**src/rtl/spi_master_controller.sv**
```systemverilog
// SPI master that frames each 10-bit command as one SS_n-low transaction on the system clock,
// capturing an 8-bit MISO reply for read-data commands (opcode 2'b11).
module spi_master_controller #(
    parameter int CMD_SIZE  = 10,
    parameter int DATA_SIZE = 8,
    parameter int RD_LAT    = 2,
    parameter int GAP       = 1
) (
    input  logic                 clk,
    input  logic                 rst,
    input  logic                 cmd_valid,
    output logic                 cmd_ready,
    input  logic [CMD_SIZE-1:0]  cmd_data,
    output logic                 rsp_valid,
    output logic [DATA_SIZE-1:0] rsp_data,
    output logic                 busy,
    output logic                 SS_n,
    output logic                 MOSI,
    input  logic                 MISO
);

    localparam int CNT_MAX = (CMD_SIZE > DATA_SIZE) ?
                             ((CMD_SIZE > 15) ? CMD_SIZE : 15) :
                             ((DATA_SIZE > 15) ? DATA_SIZE : 15);
    localparam int CNT_W   = $clog2(CNT_MAX + 1);

    typedef enum logic [2:0] {
        ST_IDLE  = 3'd0,
        ST_START = 3'd1,
        ST_SHIFT = 3'd2,
        ST_WAIT  = 3'd3,
        ST_READ  = 3'd4,
        ST_HOLD  = 3'd5,
        ST_GAP   = 3'd6
    } state_t;

    state_t                 state_q, state_d;
    logic [CNT_W-1:0]       cnt_q, cnt_d;
    logic [CMD_SIZE-1:0]    cmd_q, cmd_d;
    logic                   is_rd_q, is_rd_d;
    logic [DATA_SIZE-1:0]   rx_q, rx_d;
    logic                   ss_q, ss_d;
    logic                   mosi_q, mosi_d;
    logic                   busy_q, busy_d;
    logic                   rsp_valid_q, rsp_valid_d;
    logic [DATA_SIZE-1:0]   rsp_data_q, rsp_data_d;

    assign cmd_ready = (state_q == ST_IDLE) && !rst;
    assign SS_n      = ss_q;
    assign MOSI      = mosi_q;
    assign busy      = busy_q;
    assign rsp_valid = rsp_valid_q;
    assign rsp_data  = rsp_data_q;

    always_ff @(posedge clk or posedge rst) begin
        if (rst) begin
            state_q     <= ST_IDLE;
            cnt_q       <= '0;
            cmd_q       <= '0;
            is_rd_q     <= 1'b0;
            rx_q        <= '0;
            ss_q        <= 1'b1;
            mosi_q      <= 1'b0;
            busy_q      <= 1'b0;
            rsp_valid_q <= 1'b0;
            rsp_data_q  <= '0;
        end else begin
            state_q     <= state_d;
            cnt_q       <= cnt_d;
            cmd_q       <= cmd_d;
            is_rd_q     <= is_rd_d;
            rx_q        <= rx_d;
            ss_q        <= ss_d;
            mosi_q      <= mosi_d;
            busy_q      <= busy_d;
            rsp_valid_q <= rsp_valid_d;
            rsp_data_q  <= rsp_data_d;
        end
    end

    always_comb begin
        state_d     = state_q;
        cnt_d       = cnt_q;
        cmd_d       = cmd_q;
        is_rd_d     = is_rd_q;
        rx_d        = rx_q;
        ss_d        = ss_q;
        mosi_d      = mosi_q;
        busy_d      = busy_q;
        rsp_valid_d = 1'b0;
        rsp_data_d  = rsp_data_q;

        case (state_q)
            ST_IDLE: begin
                if (cmd_valid) begin
                    cmd_d   = cmd_data;
                    is_rd_d = (cmd_data[CMD_SIZE-1 -: 2] == 2'b11);
                    ss_d    = 1'b0;
                    busy_d  = 1'b1;
                    mosi_d  = 1'b0;
                    cnt_d   = '0;
                    state_d = ST_START;
                end
            end
            // The MSB goes out here as the dummy bit and again on the first SHIFT edge.
            ST_START: begin
                mosi_d  = cmd_q[CMD_SIZE-1];
                cnt_d   = '0;
                state_d = ST_SHIFT;
            end
            ST_SHIFT: begin
                if (cnt_q == CNT_W'(CMD_SIZE)) begin
                    mosi_d  = 1'b0;
                    cnt_d   = '0;
                    state_d = is_rd_q ? ST_WAIT : ST_HOLD;
                end else begin
                    mosi_d  = cmd_q[CMD_SIZE-1];
                    cmd_d   = cmd_q << 1;
                    cnt_d   = cnt_q + CNT_W'(1);
                end
            end
            ST_WAIT: begin
                if (cnt_q == CNT_W'(RD_LAT - 1)) begin
                    cnt_d   = '0;
                    state_d = ST_READ;
                end else begin
                    cnt_d   = cnt_q + CNT_W'(1);
                end
            end
            ST_READ: begin
                rx_d = {rx_q[DATA_SIZE-2:0], MISO};
                if (cnt_q == CNT_W'(DATA_SIZE - 1)) begin
                    rsp_data_d  = {rx_q[DATA_SIZE-2:0], MISO};
                    rsp_valid_d = 1'b1;
                    ss_d        = 1'b1;
                    mosi_d      = 1'b0;
                    cnt_d       = '0;
                    state_d     = ST_GAP;
                end else begin
                    cnt_d = cnt_q + CNT_W'(1);
                end
            end
            // One extra SS_n-low cycle lets the slave reach its write-strobe state.
            ST_HOLD: begin
                ss_d    = 1'b1;
                mosi_d  = 1'b0;
                cnt_d   = '0;
                state_d = ST_GAP;
            end
            ST_GAP: begin
                if (cnt_q == CNT_W'(GAP - 1)) begin
                    busy_d  = 1'b0;
                    cnt_d   = '0;
                    state_d = ST_IDLE;
                end else begin
                    cnt_d = cnt_q + CNT_W'(1);
                end
            end
            default: begin
                state_d = ST_IDLE;
                ss_d    = 1'b1;
                mosi_d  = 1'b0;
                busy_d  = 1'b0;
                cnt_d   = '0;
            end
        endcase
    end

endmodule

```
**config.mk**
```make
export PLATFORM = sky130hd
export DESIGN_NAME = spi_master_controller
export DESIGN_NICKNAME = d
export VERILOG_FILES = /design/src/rtl/spi_master_controller.sv
export SDC_FILE = /design/constraint.sdc
export NUM_CORES = 1
export LEC_CHECK = 0
export BUFFER_PORTS_ARGS = -buffer_cell sky130_fd_sc_hd__buf_2
export CAP_MARGIN = 15
export CORE_MARGIN = 2
export CORE_UTILIZATION = 51
export DETAILED_ROUTE_END_ITERATION = 6
export GPL_TIMING_DRIVEN = 1
export HOLD_SLACK_MARGIN = 0.12
export PLACE_DENSITY_LB_ADDON = 0.2
export SLEW_MARGIN = 5
export SYNTH_ARGS = -nofsm -noshare
export SYNTH_HDL_FRONTEND = slang
export SYNTH_SLANG_ARGS = --single-unit
```
**constraint.sdc**
```tcl
create_clock -name clk -period 1.98 [get_ports clk]
set_clock_uncertainty 0.2 [all_clocks]
set_input_delay 0.396 -clock clk [delete_from_list [all_inputs] [get_ports clk]]
set_output_delay 0.396 -clock clk [all_outputs]
set_load 0.01 [all_outputs]
```
==> flow_summary.ini, run 1 <==
[final_layout]
nNetsFinal = 233
n_antenna_cell = 0
filler_cell_count = 263
utilization = 0.674
layout-area-overhead-vs-synth_pct = 23.4
final_layout_size_suffix_gt1_frac = 0.412

[detailed_routing]
routedWlPerCell_um = 14.4
post-route-drc-count = 0
num_vias = 1392
drtAntennaViolNets = 0
post_drt_via_cell_ratio = 5.31
drt-pass1-iter-count = 4
drt_wl_total_um = 3780
drt-initial-drc-count = 64

[floorplanning]
fp-row-count = 21
width_of_the_die_um = 64.5
floorplan.initialDensity = 0.546
placeableCoreArea_um2 = 3420
ios = 27
die_area_um2 = 4160
die_h_um = 64.5

[worst_setup_path]
cpMaxStageDelayCell = dfrtp_1
crit_path_buf_inv_count = 1
crit_fanout = 5
setup.worst_path.class = flop to flop
rrSetupSlack_ns = 0.06
crit_arrival_ns = 1.95
critical_r2r_capture = cnt_q[0]
endpoint_kind = flop
cpLargestDelayFamily = simple AND/OR/NAND/NOR gates
required_ns = 2.01
r2r_cells = 6
worst_r2r_startpoint = cnt_q[1]
critical_path.startpoint_type = flop
cpPeakStageDelay_ns = 0.44
crit_chain = inv_2, ha_1, nor3b_4, a211oi_2, or3_4, mux2_2

[clocking]
cts_tree = built
tritoncts_num_sinks = 37
clk_transition_reported_paths_ns = 0.12
htree_num_levels = 2
cts-root-to-sink-buffers = 2
clkLatencyLatePin_ns = 0.35
clockRootBuffer = clkbuf_4
tritoncts.num_buffers = 5

[pwr]
worst_ir_drop_vdd_mv = 0.674
power_density_nw_per_um2 = 1390
cell_internal_pwr_mw = 2.01
power_mw = 3.21
leakage_nw = 1.07
sequential_share_of_power = 0.375
combinationalPowerShare = 0.492
power.switching_mw = 1.19
netSwitchingFraction = 0.372
clockPowerShare = 0.133

[sta]
min_period_over_period = 0.968
period_minus_slack_ns = 1.92
timing.final.ws_setup_ns = 0.0643
max-slew-margin-rel = 0.694
finalHoldWorstSlack_ns = 0.137
final-max-slew-violation-count = 0
finalHoldViolCount = 0
setup_viol = 0
max_clock_freq_mhz = 522
worst_pin_slew_ns = 0.460

[yosys]
synthesis.nets = 185
syn-instance-count = 167
synthesis.area_um2 = 1870
synth.distinct_cells = 43
synth_area_per_cell_um2 = 11.2
synth_sequential_area_ratio = 0.497
yosys_warnings = 0
yosys.area.top_type_share = 0.483
synth_top_area_cell = dfrtp_1
ys_top_cells_by_area = dfrtp_1 48%, mux2_2 9.1%, mux2i_1 4.8%
number_of_synthesized_register_bits = 37

[worst_hold_path]
worstHoldPathType = input pin to flop
worstHoldEndpoint = cmd_q[6]
worstHoldStart = cmd_data[6]
whs_path_depth = 3

[outcome]
status = finished clean

[placed_design]
port_buffer_count = 26
place_congestion = 0.848
detailed_place_hpwl_um = 2550
pre_cts_setup_slack_ns = -0.0113

[global_routing]
antenna_found_initial = 0
grt_resource_usage_total = 0.197
gr-total-overflow = 0
largest_net_degree_at_the_start_of_global_routing = 38
grt_pass1_vias = 1339
grt_first_pass_wirelength_um = 6220

[flow_run]
cap_violations = 0
## cell families (layout without fill, tap and decap cells)
group	after synthesis	after routing	synth area share
compound gates	38	38	0.135
fa+ha+maj	4	4	0.0268
buf+inv	17	66	0.0516
flops	37	37	0.497
mux	25	25	0.145
simple gates	46	46	0.144
## registers in the layout, indices dropped and copies added (netlist names), 3 cells and up
register	flops
rsp_data	8
cmd_q	10
rx_q	7
cnt_q	4
state_q	3
## how the worst max path moves through the flow
stage	from	to	slack (ns)	cells after the start
after floorplan	cnt_q[0]	cnt_q[0]	0.03	6
after global placement	cnt_q[0]	cnt_q[0]	0.06	6
after detailed placement	cnt_q[1]	cnt_q[0]	-0.01	6
after CTS	state_q[2]	cmd_ready	0.004	3
after global routing	cnt_q[1]	cnt_q[0]	-0.004	6
final	cnt_q[1]	cnt_q[0]	0.06	6
## what timing repair did
item / CTS / global route
setup endpoints to repair: 2 / 3
pin swaps: 1 / 1
hold buffers: 4 / 0
gates resized for setup: 3 / 8
buffers inserted: 2 / 3
hold endpoints to repair: 39 / 0
## synth_stat cells, drive strengths merged
cell type and number:
nand2 7, inv 7, clkbuf 3, ha 4, nor2 20, o32ai 1
nor4 1, nor2b 1, a22oi 1, buf 7, or2 1, dfrtp 36
o31ai 2, a211oi 4, or3 2, nand3b 2, o21bai 1, o41ai 2
and4bb 1, nor3 1, nand2b 2, and3b 1, dfstp 1, mux2 16
o21ai 5, nor3b 2, a21oi 18, a22o 1, a31oi 1, and2 1
o2bb2ai 1, a41o 1, mux2i 9, nand3 3, or3b 1
## final cells by class
cell class	count	area, um2	share of cell area
sequential	37	930	0.404
multi-input combinational	113	868	0.377
timing repair buffer	51	355	0.154
tap	46	57.6	0.0250
clock buffer	6	51.3	0.0223
inverter	7	26.3	0.0114
clock inverter	2	13.8	0.00598
## placed cells by master, fill, tap and decap left out, types with 4 or more instances in the layout
cell and n:
dfrtp_1 34, buf_2 26, buf_4 19, nor2_1 18, a21oi_1 17, mux2_2 15, mux2i_1 9, nand2_1 7
inv_1 5, o21ai_0 5, clkbuf_4 5, ha_1 4
## metrics by stage
stage                     std cells  area, um2  TNS (ns)
after floorplan                 167       1870         0
after global placement          245       2130         0
after detailed placement        245       2130   -0.0113
after CTS                       259       2260         0
after global routing            262       2300  -0.00414
final                           262       2300         0
## power by group through the flow
stage | Clock, mW | Combinational (mW) | Sequential (mW)
3_3_place_gp | 0 | 1.36 | 1.22
5_1_grt | 0.478 | 1.73 | 1.24
6_report | 0.427 | 1.58 | 1.20
4_1_cts | 0.443 | 1.49 | 1.21
2_1_floorplan | 0 | 1.02 | 1.18
3_5_place_dp | 0 | 1.41 | 1.23
## per-layer routing
layer	share of wire	vias up	wire (um)	GRT usage
li1	-	687	-	-
met1	0.44	654	1670	0.256
met2	0.48	41	1800	0.310
met3	0.057	10	215	0.0538
met4	0.025	0	94	0.0851
met5	0	-	0	0
## worst min-delay path, cell delays in order
cell and delay, ns:
buf_2 0.08, mux2i_1 0.05, a21oi_1 0.13
No activity file was read; power rests on OpenSTA's default activity.
==> run 2, diff against run 1 <==
- CAP_MARGIN: 15 -> unset
- CELL_PAD_IN_SITES_DETAIL_PLACEMENT: unset -> 0
- CELL_PAD_IN_SITES_GLOBAL_PLACEMENT: unset -> 2
- CORE_UTILIZATION: 51 -> 33
==> run 2 against run 1 <==
  * Critical path depth is the same
  * Sequential power about the same
  * Die area up 51%
  * Utilization fell by 22 points
  * Final cell count rose by 11%
  * Power up 11%
  * Wire length increased by 3.9%
  * First-iteration DRC count fell by 13%
  * Critical path type unchanged
==> flow_summary.ini, run 2 (same netlist as run 1, synthesis figures left out) <==
[outcome]
status = finished clean

[final_layout]
n_antenna_cell = 0
final_layout_size_suffix_gt1_frac = 0.440
register_with_the_most_flip_flops = cmd_q
largest_register_ffs = 10
post_layout_nonfiller_instances = 290
most-common-layout-cells = 34 x dfrtp_1, 25 x buf_2, 21 x buf_4
layout-area-overhead-vs-synth_pct = 32.1
nNetsFinal = 235
layout_commonest_cell = dfrtp_1
postLayoutCellArea_um2 = 2460

[global_routing]
busiest_layer_in_global_routing = met1
grt_pass1_vias = 1301
largest_net_degree_at_the_start_of_global_routing = 38
global_route_met2_usage = 0.182
gr-usage-met1 = 0.187
grt_resource_usage_total = 0.130
use_met3 = 0.0386
grt_first_pass_wirelength_um = 6290
gr-total-overflow = 0
antenna_found_initial = 0

[sta]
max_clock_freq_mhz = 521
worst_pin_slew_ns = 0.466
rsz0062_at_grt = true
finalHoldViolCount = 0
setup_viol = 0
period_minus_slack_ns = 1.92
timing.final.ws_setup_ns = 0.0620
final-max-slew-violation-count = 0
min_period_over_period = 0.969
finalHoldWorstSlack_ns = 0.146
max-slew-margin-rel = 0.690

[placed_design]
detailed_place_hpwl_um = 2700
place_congestion = 0.816
dpl-instance-area_um2 = 2160
pre_cts_setup_slack_ns = -0.00469
dp_cells = 273
port_buffer_count = 26

[worst_hold_path]
worstHoldPathType = input pin to flop

[pwr]
worst_ir_drop_vdd_mv = 0.505
power_mw = 3.58
leakage_nw = 1.11
power_density_nw_per_um2 = 1450

[floorplanning]
die_h_um = 79.2
width_of_the_die_um = 79.2
die_area_um2 = 6270
ios = 27
fp-row-count = 27
placeableCoreArea_um2 = 5470
floorplan.initialDensity = 0.341

[clocking]
clkLatencyLatePin_ns = 0.29
tritoncts.num_buffers = 5
clockRootBuffer = clkbuf_8
cts-root-to-sink-buffers = 2
htree_num_levels = 2
cts_tree = built
tritoncts_num_sinks = 37
clk_transition_reported_paths_ns = 0.08

[detailed_routing]
drt-pass1-iter-count = 4
drtAntennaViolNets = 0
num_vias = 1387
post_drt_via_cell_ratio = 4.78
drt-initial-drc-count = 56
drt_wl_total_um = 3930
routedWlPerCell_um = 13.6
post-route-drc-count = 0

[worst_setup_path]
required_ns = 1.96
crit_fanout = 4
critical_path.startpoint_type = flop
setup.worst_path.class = flop to flop
endpoint_kind = flop
crit_arrival_ns = 1.90

[flow_run]
cap_violations = 0
==> run 2: per-layer routing <==
layer  routed length [um]  vias up
met5                    0        -
met4                   62        0
met3                  180        8
met2                 1660       29
met1                 2020      661
li1                     -      689
==> run 2: layout make-up <==
class / instances / area [um2]
clock inverters: 3 / 46.3
repair buffers: 53 / 397
inverters: 7 / 26.3
fillers: 537 / 3010
well taps: 72 / 90.1
flip-flops and latches: 37 / 930
multi-input cells: 113 / 907
clock buffers: 5 / 68.8
==> run 2: metrics by stage <==
stage | util | TNS (ns)
global placement | 0.395 | 0
CTS | 0.420 | 0
global route | 0.450 | -0.0114
floorplan | - | 0
finish | 0.450 | 0
detailed placement | 0.395 | -0.00469
==> run 2: final timing paths <==
check                                  from          end  slack (ns)  cells past startpoint
worst min register to register  rsp_data[7]  rsp_data[7]        0.29                      1
min in group asynchronous               rst     cnt_q[0]        0.51                      3
worst min-delay path                   MISO      rx_q[0]        0.15                      2
max in group asynchronous               rst         SS_n        0.72                      3
worst max-delay path               cnt_q[1]     cnt_q[0]        0.06                      6
worst max register to register     cnt_q[1]     cnt_q[0]        0.06                      6
==> run 2: where the power goes <==
| group | switching [mW] | internal [mW] | total, mW | leakage [nW] |
|---|---|---|---|---|
| sequential | 0.172 | 1.04 | 1.21 | 0.437 |
| clock | 0.277 | 0.377 | 0.654 | 0.0543 |
| combinational | 0.812 | 0.901 | 1.71 | 0.618 |
| total | 1.26 | 2.31 | 3.58 | 1.11 |
==> run 2: worst max-delay path: stages, from the launching register on <==
cell      delay (ns)
dfrtp_2         0.44
inv_2           0.09
ha_4            0.13
nor3b_4         0.19
a211oi_2        0.10
or3_4           0.40
mux2_4          0.26
==> run 2: what timing repair did <==
action                                 4_1_cts  5_1_grt
setup buffers                                0        7
gates resized for setup                      2       17
pin swaps                                    0        5
endpoints found under the hold margin       36        0
setup endpoints to repair                    2       13
hold buffers                                 1        0
gates cloned                                 0        2
==> run 3, diff against run 2 <==
- REMOVE_ABC_BUFFERS: unset -> 1
==> run 3 against run 2 <==
  * Die area unchanged
  * Largest cell class unchanged
  * Non-clock buffer count decreased by 5
  * Sequential share of layout area increased by 1.7 points
  * Global-route usage increased by 0.44 points
  * Fmax decreased by 1.1%
  * Final area decreased by 4.2%
  * Sequential power about the same
  * Via count increased by 1.2%
  * Final cell count decreased by 1.7%
  * Critical path depth unchanged
  * Sequential cell count unchanged
  * Setup slack got worse by 0.021 ns
==> flow_summary.ini, run 3 (same netlist as run 1, synthesis figures left out) <==
[outcome]
status = finished clean

[flow_run]
cap_violations = 0

[final_layout]
n_antenna_cell = 0
filler_cell_count = 550
layout-area-overhead-vs-synth_pct = 26.6
final_layout_size_suffix_gt1_frac = 0.418
layout_commonest_cell = dfrtp_1
postLayoutCellArea_um2 = 2360
most-common-layout-cells = 34 x dfrtp_1, 26 x buf_2, 19 x buf_4
register_with_the_most_flip_flops = cmd_q
nNetsFinal = 230
largest_register_ffs = 10

[placed_design]
place_congestion = 0.915
detailed_place_hpwl_um = 2850
pre_cts_setup_slack_ns = -0.0408
dpl-instance-area_um2 = 2170
port_buffer_count = 26

[detailed_routing]
post-route-drc-count = 0
drt-initial-drc-count = 69
drt_wl_total_um = 4020
drtAntennaViolNets = 0
drt-pass1-iter-count = 5
num_vias = 1403
routedWlPerCell_um = 14.1
post_drt_via_cell_ratio = 4.92

[sta]
period_minus_slack_ns = 1.94
max_clock_freq_mhz = 516
max-slew-margin-rel = 0.676
timing.final.ws_setup_ns = 0.0405
finalHoldViolCount = 0
min_period_over_period = 0.980
final-max-slew-violation-count = 0
totalNegativeSetupSlack_ns = 0
rsz0062_at_grt = true
setup_viol = 0
worst_pin_slew_ns = 0.487

[worst_setup_path]
crit_fanout = 4
setup.worst_path.class = flop to flop
critical_path.startpoint_type = flop
cpMaxStageDelayCell = dfrtp_1
crit_arrival_ns = 1.91
required_ns = 1.95
cpPeakStageDelay_ns = 0.42
endpoint_kind = flop
crit_chain = inv_2, ha_2, and4bb_2, a211oi_2, or3_4, mux2_2

[clocking]
tritoncts_num_sinks = 37
htree_num_levels = 2
cts_tree = built
tritoncts.num_buffers = 5
cts-root-to-sink-buffers = 2
clk_transition_reported_paths_ns = 0.07
clockRootBuffer = clkbuf_8
clkLatencyLatePin_ns = 0.29

[pwr]
power_density_nw_per_um2 = 1460
power.switching_mw = 1.21
cell_internal_pwr_mw = 2.24
power_mw = 3.45
leakage_nw = 1.07
combinationalPowerShare = 0.452
netSwitchingFraction = 0.351
sequential_share_of_power = 0.354
worst_ir_drop_vdd_mv = 0.463
clockPowerShare = 0.194

[global_routing]
gr-total-overflow = 0
largest_net_degree_at_the_start_of_global_routing = 38
grt_resource_usage_total = 0.134
antenna_found_initial = 0
grt_pass1_vias = 1363
grt_first_pass_wirelength_um = 6440

[floorplanning]
ios = 27
width_of_the_die_um = 79.2
die_h_um = 79.2
die_area_um2 = 6270
floorplan.initialDensity = 0.341
placeableCoreArea_um2 = 5470
fp-row-count = 27

[worst_hold_path]
worstHoldPathType = input pin to flop
## run 3: critical path: cells and delay by family (launching register included)
kind / cells / cell delay, ns
and+or+nand+nor: 2 / 0.60
DFF: 1 / 0.42
muxes: 1 / 0.27
adders and majority gates: 1 / 0.20
buffers and inverters: 1 / 0.09
AOI/OAI and AO/OA: 1 / 0.05
## run 3: layout make-up
cell class | count | area [um2] | area share
flip-flops and latches | 37 | 930 | 0.394
multi-input cells | 113 | 876 | 0.371
repair buffers | 48 | 323 | 0.137
well taps | 72 | 90.1 | 0.0382
clock buffers | 7 | 86.3 | 0.0366
clock inverters | 1 | 30.0 | 0.0127
inverters | 7 | 26.3 | 0.0111
## run 3: metrics by stage
step	utilization	std cells	hold WS (ns)
after floorplan	-	157	0.259
after global placement	0.396	272	0.270
after detailed placement	0.396	272	0.290
after CTS	0.421	281	0.155
after global routing	0.431	285	0.165
final	0.431	285	0.163
## run 3: worst paths after layout
path / to / from / cells past startpoint / slack (ns)
max in group asynchronous: cnt_q[1] / rst / 4 / 0.63
worst max-delay path: cnt_q[0] / cnt_q[0] / 6 / 0.04
worst min-delay path: rx_q[0] / MISO / 2 / 0.16
worst min register to register: rsp_data[7] / rsp_data[7] / 1 / 0.30
worst max register to register: cnt_q[0] / cnt_q[0] / 6 / 0.04
min in group asynchronous: cmd_q[0] / rst / 4 / 0.57
## run 3: layer usage
metal | up-vias | GRT usage | routed length, um
met5 | - | 0 | 0
met3 | 12 | 0.0420 | 219
li1 | 679 | - | -
met1 | 671 | 0.171 | 1820
met4 | 0 | 0.0569 | 110
met2 | 41 | 0.209 | 1880
## run 3: power groups by stage
stage / logic, mW / clock network (mW) / registers (mW)
2_1_floorplan: 0.856 / 0 / 1.25
3_3_place_gp: 1.42 / 0 / 1.22
3_5_place_dp: 1.45 / 0 / 1.24
4_1_cts: 1.47 / 0.699 / 1.23
5_1_grt: 1.72 / 0.729 / 1.26
6_report: 1.56 / 0.669 / 1.22
## run 3: what timing repair did
item                                    in CTS  in global routing
hold buffers                                 1                  0
endpoints found under the setup margin       4                  5
gates resized for setup                      3                  8
endpoints found under the hold margin       36                  0
pin swaps                                    0                  1
buffers inserted                             0                  4
